==> src/rtl/req_chan_arb_pkg.sv <==
// Shared definitions for the request-channel arbiter: master count, field
// widths, FSM state codes and the per-master request beat layout.
package req_chan_arb_pkg;

    localparam int unsigned NUM_MST = 4;
    localparam int unsigned MST_IW  = 2;
    localparam int unsigned ID_W    = 4;
    localparam int unsigned ADDR_W  = 32;
    localparam int unsigned ATOP_W  = 6;
    localparam int unsigned TMO_W   = 8;

    typedef enum logic [1:0] {
        ARB_IDLE = 2'b00,
        ARB_GRNT = 2'b01,
        ARB_BUSY = 2'b10,
        ARB_DEFO = 2'b11
    } arb_state_e;

    typedef struct packed {
        logic [ID_W-1:0]   id;
        logic [ADDR_W-1:0] addr;
        logic [ATOP_W-1:0] atop;
    } req_beat_t;

    // Master index to one-hot vector.
    function automatic logic [NUM_MST-1:0] idx2onehot(input logic [MST_IW-1:0] idx);
        logic [NUM_MST-1:0] oh;
        oh      = '0;
        oh[idx] = 1'b1;
        return oh;
    endfunction

endpackage

==> src/rtl/req_chan_arb_rr_pick.sv <==
// Round-robin winner search, purely combinational.
// Ports:
//   req  - per-master request vector
//   last - index of the previous winner; search starts at last+1
//   win  - winning master index (0 when no request)
//   any  - at least one request present
module rr_pick
    import req_chan_arb_pkg::*;
(
    input  logic [NUM_MST-1:0] req,
    input  logic [MST_IW-1:0]  last,
    output logic [MST_IW-1:0]  win,
    output logic               any
);

    logic [MST_IW-1:0] idx;
    logic              found;

    // Visit last+1 .. last+4 (mod 4); the 2-bit add provides the wrap.
    always_comb begin
        win   = '0;
        idx   = '0;
        found = 1'b0;
        any   = |req;
        for (int unsigned k = 1; k <= NUM_MST; k++) begin
            idx = last + MST_IW'(k);
            if (!found && req[idx]) begin
                win   = idx;
                found = 1'b1;
            end
        end
    end

endmodule

==> src/rtl/req_chan_arb.sv <==
// Four-master round-robin arbiter for a request (A) channel.
// One transfer per arbitration: IDLE samples requests, GRNT pulses the grant,
// BUSY forwards the selected master's request until a slave handshake.
// Optional build macro REQ_ARB_TMO_EN adds a grant-to-valid timeout that
// returns to IDLE after ARB_TMO BUSY cycles without valid and sets a sticky
// tmo_err; without it tmo_err is tied low.
// Ports:
//   clk, rst_n           - clock, synchronous active-low reset
//   req_rq / gnt_rq      - per-master bus request / one-cycle one-hot grant
//   m_a_valid/m_a_ready  - per-master request handshake
//   m_a_id/addr/atop     - per-master request fields, packed by master index
//   s_a_*                - slave-side request channel
//   tmo_err              - sticky timeout flag
module req_chan_arb
    import req_chan_arb_pkg::*;
#(
    parameter logic [7:0] ARB_TMO = 8'd32
) (
    input  logic                        clk,
    input  logic                        rst_n,
    input  logic [NUM_MST-1:0]          req_rq,
    output logic [NUM_MST-1:0]          gnt_rq,
    input  logic [NUM_MST-1:0]          m_a_valid,
    output logic [NUM_MST-1:0]          m_a_ready,
    input  logic [NUM_MST*ID_W-1:0]     m_a_id,
    input  logic [NUM_MST*ADDR_W-1:0]   m_a_addr,
    input  logic [NUM_MST*ATOP_W-1:0]   m_a_atop,
    output logic                        s_a_valid,
    input  logic                        s_a_ready,
    output logic [ID_W-1:0]             s_a_id,
    output logic [ADDR_W-1:0]           s_a_addr,
    output logic [ATOP_W-1:0]           s_a_atop,
    output logic                        tmo_err
);

    arb_state_e         state_q, state_d;
    logic [MST_IW-1:0]  last_q, last_d;
    logic [MST_IW-1:0]  sel_q, sel_d;
    logic [NUM_MST-1:0] gnt_q, gnt_d;
    logic [MST_IW-1:0]  win;
    logic               any_req;
    logic               tmo_hit;
    req_beat_t          beat [NUM_MST];

    rr_pick u_rr_pick (
        .req  (req_rq),
        .last (last_q),
        .win  (win),
        .any  (any_req)
    );

    // Regroup the flat per-master buses into one beat per master.
    for (genvar i = 0; i < NUM_MST; i++) begin : g_beat
        assign beat[i] = '{id:   m_a_id[ID_W*i +: ID_W],
                           addr: m_a_addr[ADDR_W*i +: ADDR_W],
                           atop: m_a_atop[ATOP_W*i +: ATOP_W]};
    end

    // Slave-side request follows the selected master.
    assign s_a_valid = (state_q == ARB_BUSY) & m_a_valid[sel_q];
    assign s_a_id    = beat[sel_q].id;
    assign s_a_addr  = beat[sel_q].addr;
    assign s_a_atop  = beat[sel_q].atop;
    assign gnt_rq    = gnt_q;

    // Ready is returned only to the selected master.
    always_comb begin
        m_a_ready = '0;
        if ((state_q == ARB_BUSY) && s_a_ready) begin
            m_a_ready = idx2onehot(sel_q);
        end
    end

`ifdef REQ_ARB_TMO_EN
    logic [TMO_W-1:0] tmo_cnt_q, tmo_cnt_d;
    logic             tmo_err_q, tmo_err_d;

    // Counter is cleared while granting so it starts at zero in BUSY; the
    // ARB_TMO-th valid-less BUSY cycle is the one that times out.
    always_comb begin
        tmo_cnt_d = tmo_cnt_q;
        tmo_hit   = (state_q == ARB_BUSY) && !s_a_valid &&
                    (tmo_cnt_q == TMO_W'(ARB_TMO - 8'd1));
        if (state_q == ARB_GRNT) begin
            tmo_cnt_d = '0;
        end else if ((state_q == ARB_BUSY) && !s_a_valid) begin
            tmo_cnt_d = tmo_cnt_q + TMO_W'(1);
        end
        tmo_err_d = tmo_err_q | tmo_hit;
    end

    always_ff @(posedge clk) begin
        if (!rst_n) begin
            tmo_cnt_q <= '0;
            tmo_err_q <= 1'b0;
        end else begin
            tmo_cnt_q <= tmo_cnt_d;
            tmo_err_q <= tmo_err_d;
        end
    end

    assign tmo_err = tmo_err_q;
`else
    logic unused_tmo;

    assign tmo_hit    = 1'b0;
    assign tmo_err    = 1'b0;
    assign unused_tmo = ^ARB_TMO;
`endif

    // Next-state, winner capture and grant pulse.
    always_comb begin
        state_d = state_q;
        last_d  = last_q;
        sel_d   = sel_q;
        gnt_d   = '0;
        case (state_q)
            ARB_IDLE: begin
                if (any_req) begin
                    state_d = ARB_GRNT;
                    last_d  = win;
                    sel_d   = win;
                    gnt_d   = idx2onehot(win);
                end
            end
            ARB_GRNT: begin
                state_d = ARB_BUSY;
            end
            ARB_BUSY: begin
                if ((s_a_valid && s_a_ready) || tmo_hit) begin
                    state_d = ARB_IDLE;
                end
            end
            ARB_DEFO: begin
                state_d = ARB_DEFO;
            end
        endcase
    end

    // last resets to 3 so master 0 is searched first.
    always_ff @(posedge clk) begin
        if (!rst_n) begin
            state_q <= ARB_IDLE;
            last_q  <= MST_IW'(3);
            sel_q   <= '0;
            gnt_q   <= '0;
        end else begin
            state_q <= state_d;
            last_q  <= last_d;
            sel_q   <= sel_d;
            gnt_q   <= gnt_d;
        end
    end

endmodule

==> config.mk <==
export PLATFORM = sky130hd
export DESIGN_NAME = req_chan_arb
export DESIGN_NICKNAME = d
export VERILOG_FILES = /design/src/rtl/req_chan_arb_pkg.sv /design/src/rtl/req_chan_arb_rr_pick.sv /design/src/rtl/req_chan_arb.sv
export SDC_FILE = /design/constraint.sdc
export NUM_CORES = 1
export LEC_CHECK = 0
export CAP_MARGIN = 25
export CORE_AREA = 2 2 90 92
export CTS_CLUSTER_DIAMETER = 200
export DETAILED_ROUTE_END_ITERATION = 8
export DIE_AREA = 0 0 92 94
export DONT_BUFFER_PORTS = 1
export PLACE_DENSITY = 0.37
export SLEW_MARGIN = 20
export SYNTH_ARGS = -nofsm -noshare
export SYNTH_HDL_FRONTEND = slang
export SYNTH_SLANG_ARGS = --single-unit
==> constraint.sdc <==
create_clock -name clk -period 2.2 [get_ports clk]
set_input_delay 0 -clock clk [delete_from_list [all_inputs] [get_ports clk]]
set_output_delay 0 -clock clk [all_outputs]
set_load 0.01 [all_outputs]
==> results of run 1 <==
-- per-stage QoR --
stage	util (%)	worst slack, ns	total power [mW]	hold slack [ns]	cells
2_1_floorplan	-	0.8268	0.9352	0.07183	118
3_3_place_gp	21.66	0.6946	1.048	0.07832	212
3_5_place_dp	21.66	0.6187	1.068	0.08090	212
4_1_cts	22.52	0.4216	1.304	0.01756	217
5_1_grt	22.55	0.3428	1.360	0.02238	218
6_report	22.65	0.4630	1.286	0.02312	221
-- power groups by stage --
stage / sequential [mW] / clock [mW] / combinational, mW
global placement: 0.258 / 0 / 0.790
finish: 0.258 / 0.227 / 0.801
detailed placement: 0.261 / 0 / 0.807
global route: 0.262 / 0.244 / 0.853
CTS: 0.258 / 0.232 / 0.814
floorplan: 0.235 / 0 / 0.700
-- how the worst max path moves through the flow --
stage	from	slack [ns]	end
finish	sel_q[0]	0.46	s_a_atop[5]
global route	sel_q[0]	0.34	s_a_atop[5]
CTS	sel_q[0]	0.42	s_a_addr[6]
detailed placement	sel_q[1]	0.62	state_q[0]
global placement	sel_q[1]	0.69	state_q[0]
floorplan	sel_q[0]	0.83	s_a_addr[0]
-- synth_stat cells, types with 2 or more instances --
cell and count:
mux4_2 43, dfxtp_1 10, buf_4 5, inv_1 5, nand2_1 5, nor3_1 5
ha_1 4, nand2b_1 4, nor2_1 4, a21boi_1 3, clkbuf_1 3, nand3_1 3
nor3b_1 3, o21ai_0 3, a21oi_1 2, and2_1 2, buf_2 2
-- state kept, by name, summed over array words and instances (netlist names) --
signal,count
gnt_rq,4
last_q,2
sel_q,2
state_q,2
-- final cells by class --
type	count	area, sq um	area share (%)
inverter	5	18.77	1.089
tap	102	127.6	7.407
timing repair buffer	4	32.53	1.888
antenna	4	10.01	0.5810
multi-input combinational	92	1276	74.07
sequential	10	202.7	11.76
clock buffer	4	55.05	3.195
-- kinds of logic (layout without fill, tap and decap cells) --
group                      count (synthesis)  count (layout)
other                                      1               5
DFF                                       10              10
muxes                                     43              43
adders and majority gates                  4               4
AOI/OAI and AO/OA                         15              15
and+or+nand+nor                           29              29
buffers and inverters                     16              13
-- per-layer routing --
layer / vias to the layer above / global-route usage (%) / share of wire (%)
met4: 0 / 1.119 / 0
met5: - / 0 / 0
met2: 134 / 22.73 / 45
met1: 640 / 21.55 / 38
li1: 502 / - / -
met3: 0 / 10.35 / 17
-- timing repair --
item,CTS,global route
hold buffers,1,0
hold endpoints to repair,10,0
buffers inserted,0,0
resized for setup,0,0
endpoints found under the setup margin,0,0
-- worst max-delay path, cell delays in order, from the launching register on --
cell	delay, ns
dfxtp_2	0.34
buf_4	0.47
mux4_2	0.67
==> results.json, run 1 <==
{
  "hold_path_end": "last_q[0]",
  "synth_compound_area_share_pct": 6.506,
  "grt_max_degree": 33,
  "finClkSkew_ns": 0.001555,
  "synthXorXnorAreaFrac_pct": 0,
  "final_common_cell": "mux4_2",
  "nNetsFinal": 299,
  "period_share_pct": 78.96,
  "synth_top_area_share_pct": 62.17,
  "regToRegSetupSlack_ns": 0.56,
  "ys_dominant_reg_cell": "dfxtp_1",
  "synth_top_cell_by_area": "mux4_2",
  "status": "finished, final reports clean",
  "grt.overflow.total": 0,
  "fill_cells": 809,
  "wl_per_cell_um": 35.98,
  "cts.reportedPaths.clkPinSlew_ns": 0.05,
  "grt_use_total_pct": 16.10,
  "hold_viol": 0,
  "worst_pin_slew_ns": 0.6120,
  "synthSimpleGateAreaFrac_pct": 9.799,
  "gp_congestion": 0.7820,
  "cts_made_buffers": 3,
  "fmax_ghz": 0.5757,
  "htree_levels": 1,
  "synth_area_leaders": "mux4_2 62%, dfxtp_1 13%, ha_1 3.2%, buf_4 2.4%, nand2b_1 1.6%",
  "fin_area_sq_mm": 0.001723,
  "min-delay-start": "rst_n",
  "rows": 32,
  "muxShareOfSynthArea_pct": 62.17,
  "leakage_nw": 0.4988,
  "core-area_sq_mm": 0.007607,
  "chipHeight_um": 94,
  "rsz0062_at_grt": "false",
  "r2r-start": "sel_q[1]",
  "die-area_sq_mm": 0.008648,
  "portBuffers": 0,
  "seqPwrFrac_pct": 20.1,
  "floorplan.initialDensity_pct": 20.48,
  "synth_seq_cells": 10,
  "swShare_pct": 41.82,
  "clock_latency_ns": 0.23,
  "maxCapViolCount": 0,
  "syn_area_sq_mm": 0.001558,
  "synth_nets": 301,
  "yosysUniqueCellTypes": 29,
  "synth_fa_ha_area_share_pct": 3.213,
  "ys.warnings.count": 0,
  "via_count": 1276,
  "hold_path_class": "in2reg",
  "period_needed_ns": 1.737,
  "postSynth.asyncResetShare_pct": 0,
  "cp-end-kind": "output port",
  "setup_viol": 0,
  "whs_path_depth": 2,
  "place_area_sq_mm": 0.001648,
  "grt_first_pass_wirelength_mm": 9.908,
  "p_int_mw": 0.7485,
  "via_per_inst": 5.774,
  "detail_route.iter0.violations": 46,
  "drive_above_1_share_pct": 45.22,
  "synth_edf_count": 0,
  "post-route-drc-count": 0,
  "ir_drop_uv": 341.5,
  "p_comb_share_pct": 62.3,
  "cts.sinks": 10,
  "cp-start-kind": "flop",
  "drtPass1Iterations": 4,
  "syn_inst": 118,
  "antenna_left": 0,
  "synth_top_family_by_area": "multiplexers",
  "seq_area_frac_synth_pct": 12.85,
  "clock_tree.root_cell": "clkbuf_8",
  "max_slew_margin_pct": 58.96,
  "clockBufferDepth": 2,
  "ff2ff_path_depth": 4,
  "antenna_found_initial": 3,
  "dieWidth_um": 92,
  "area_growth_pct": 10.60,
  "wirelength_mm": 7.952,
  "cts_tree": "built",
  "switchingPower_mw": 0.5379,
  "crit_arrival_ns": 1.74,
  "syn_avg_cell_area_sq_um": 13.20,
  "final_max_slew_viol_count": 0,
  "path_class": "reg2out",
  "cp.required_ns": 2.20,
  "grt_pass1_vias": 1267,
  "r2r_end": "state_q[0]",
  "path_max_fanout": 32,
  "final_cell_mix": "43 x mux4_2, 8 x dfxtp_1, 5 x inv_1, 5 x nand2_1, 5 x nor3_1",
  "cellPowerDensity_mw_per_mm2": 746.6,
  "place_hpwl_mm": 7.098,
  "p_clk_share_pct": 17.6,
  "io_pins": 231,
  "tns_ns": 0
}
Note: power is estimated with default switching activity, not from simulation.
==> run 2, diff against run 1 <==
==> constraint.sdc (replaced) <==
create_clock -name clk -period 1.7 [get_ports clk]
set_input_delay 0 -clock clk [delete_from_list [all_inputs] [get_ports clk]]
set_output_delay 0 -clock clk [all_outputs]
set_load 0.01 [all_outputs]
==> results.json, run 2 (same netlist as run 1, synthesis figures left out) <==
{
  "cpLargestDelayFamily": "multiplexers",
  "cp-start-kind": "flop",
  "wirelength_mm": 7.909,
  "cp.required_ns": 1.70,
  "floorplan.initialDensity_pct": 20.48,
  "final_common_cell": "mux4_2",
  "clock_latency_ns": 0.23,
  "cts_made_buffers": 3,
  "p_comb_share_pct": 63.2,
  "grt_max_degree": 47,
  "highest_layer": "met3",
  "grt.overflow.total": 0,
  "io_pins": 231,
  "path_max_fanout": 46,
  "finalPower_mw": 1.684,
  "finClkSkew_ns": 0.0004533,
  "rsz0062_at_grt": "false",
  "p_int_mw": 0.9825,
  "switchingPower_mw": 0.7020,
  "tns_ns": 0,
  "clockBufferDepth": 2,
  "seqPwrFrac_pct": 19.0,
  "cp-end-kind": "output port",
  "place_inst": 212,
  "maxCapViolCount": 0,
  "cts.sinks": 10,
  "route.met3.wl_mm": 1.178,
  "grt_use_total_pct": 16.37,
  "final_max_slew_viol_count": 0,
  "worst_pin_slew_ns": 0.5466,
  "startpoint": "sel_q[0]",
  "dieWidth_um": 92,
  "wl_met2_mm": 3.669,
  "ir_drop_uv": 520.2,
  "chipHeight_um": 94,
  "drtPass1Iterations": 4,
  "detail_route.iter0.violations": 79,
  "fin_util_pct": 22.88,
  "p_clk_share_pct": 17.8,
  "die-area_sq_mm": 0.008648,
  "cp_num_buf_inv": 1,
  "core-area_sq_mm": 0.007607,
  "cts_tree": "built",
  "cts.reportedPaths.clkPinSlew_ns": 0.05,
  "r2r-start": "sel_q[0]",
  "max_stage_delay_ns": 0.64,
  "antenna_found_initial": 3,
  "leakage_nw": 0.5039,
  "via_count": 1279,
  "slowest_stage": "mux4_2",
  "clock_tree.root_cell": "clkbuf_8",
  "post_cts_buffers": 0,
  "area_growth_pct": 11.73,
  "antenna_left": 0,
  "period_needed_ns": 1.581,
  "drive_above_1_share_pct": 46.09,
  "swShare_pct": 41.67,
  "gp_congestion": 0.7636,
  "final_cell_mix": "43 x mux4_2, 8 x dfxtp_1, 5 x inv_1, 5 x nand2_1, 5 x nor3_1",
  "period_share_pct": 93.01,
  "htree_levels": 1,
  "post-route-drc-count": 0,
  "largest_register_ff_count": 4,
  "crit_arrival_ns": 1.58,
  "path_class": "reg2out",
  "crit_chain": "buf_12 -> mux4_2",
  "min-delay-start": "rst_n",
  "nNetsFinal": 299,
  "portBuffers": 0,
  "status": "finished, final reports clean",
  "cellPowerDensity_mw_per_mm2": 967.8,
  "hold_path_class": "in2reg",
  "wl_met1_mm": 3.062,
  "final_cells": 222,
  "fill_cells": 806,
  "fmax_ghz": 0.6324,
  "hold_viol": 0,
  "max_slew_margin_pct": 63.34,
  "grt_pass1_vias": 1308,
  "grt_first_pass_wirelength_mm": 10.06,
  "place_hpwl_mm": 7.254,
  "setup_viol": 0,
  "via_per_inst": 5.761,
  "rows": 32,
  "wl_per_cell_um": 35.63
}
[run 2: cell types whose count changed in the layout (fill, tap and decap cells not counted)]
cell,delta
nor2b_2,+1
diode_2,+1
buf_4,-1
buf_12,+1
nor2b_1,-1
[run 2: power by group through the flow]
stage          registers [mW]  clock network, mW  logic (mW)
2_1_floorplan           0.304                  0       0.906
3_3_place_gp            0.320                  0        1.05
3_5_place_dp            0.323                  0        1.08
4_1_cts                 0.320              0.306        1.08
5_1_grt                 0.326              0.322        1.14
6_report                0.319              0.300        1.06
[run 2: metrics by stage]
| step | hold WS, ns | cell area (sq um) | setup WS (ns) |
|---|---|---|---|
| floorplan | 0.07183 | 1558 | 0.3268 |
| global placement | 0.07498 | 1660 | 0.2629 |
| detailed placement | 0.07645 | 1660 | 0.1896 |
| CTS | 0.01989 | 1725 | 0.09477 |
| global route | 0.04099 | 1730 | 0.02443 |
| finish | 0.02296 | 1740 | 0.1188 |
[run 2: final timing paths]
kind	slack, ns	cells past startpoint	to
min	0.02	2	last_q[0]
max reg2reg	0.17	4	state_q[0]
max	0.12	2	s_a_atop[5]
min reg2reg	0.53	2	state_q[1]
[run 2: cell type report]
| class | count | area [sq um] | area share [%] |
|---|---|---|---|
| diodes | 5 | 12.51 | 0.7189 |
| clock buffers | 4 | 55.05 | 3.163 |
| inverters | 5 | 18.77 | 1.078 |
| multi-input cells | 92 | 1279 | 73.47 |
| flip-flops and latches | 10 | 202.7 | 11.65 |
| well taps | 102 | 127.6 | 7.333 |
| repair buffers | 4 | 45.04 | 2.588 |
[run 2: routing by layer]
layer,GRT usage [%],vias up
met3,10.11,0
met2,24.20,135
met5,0,-
met1,21.14,644
met4,1.493,0
li1,-,500
[run 2: repair_timing]
action	CTS	global route
hold buffers	1	0
setup endpoints to repair	0	1
endpoints found under the hold margin	8	0
resized for setup	0	1
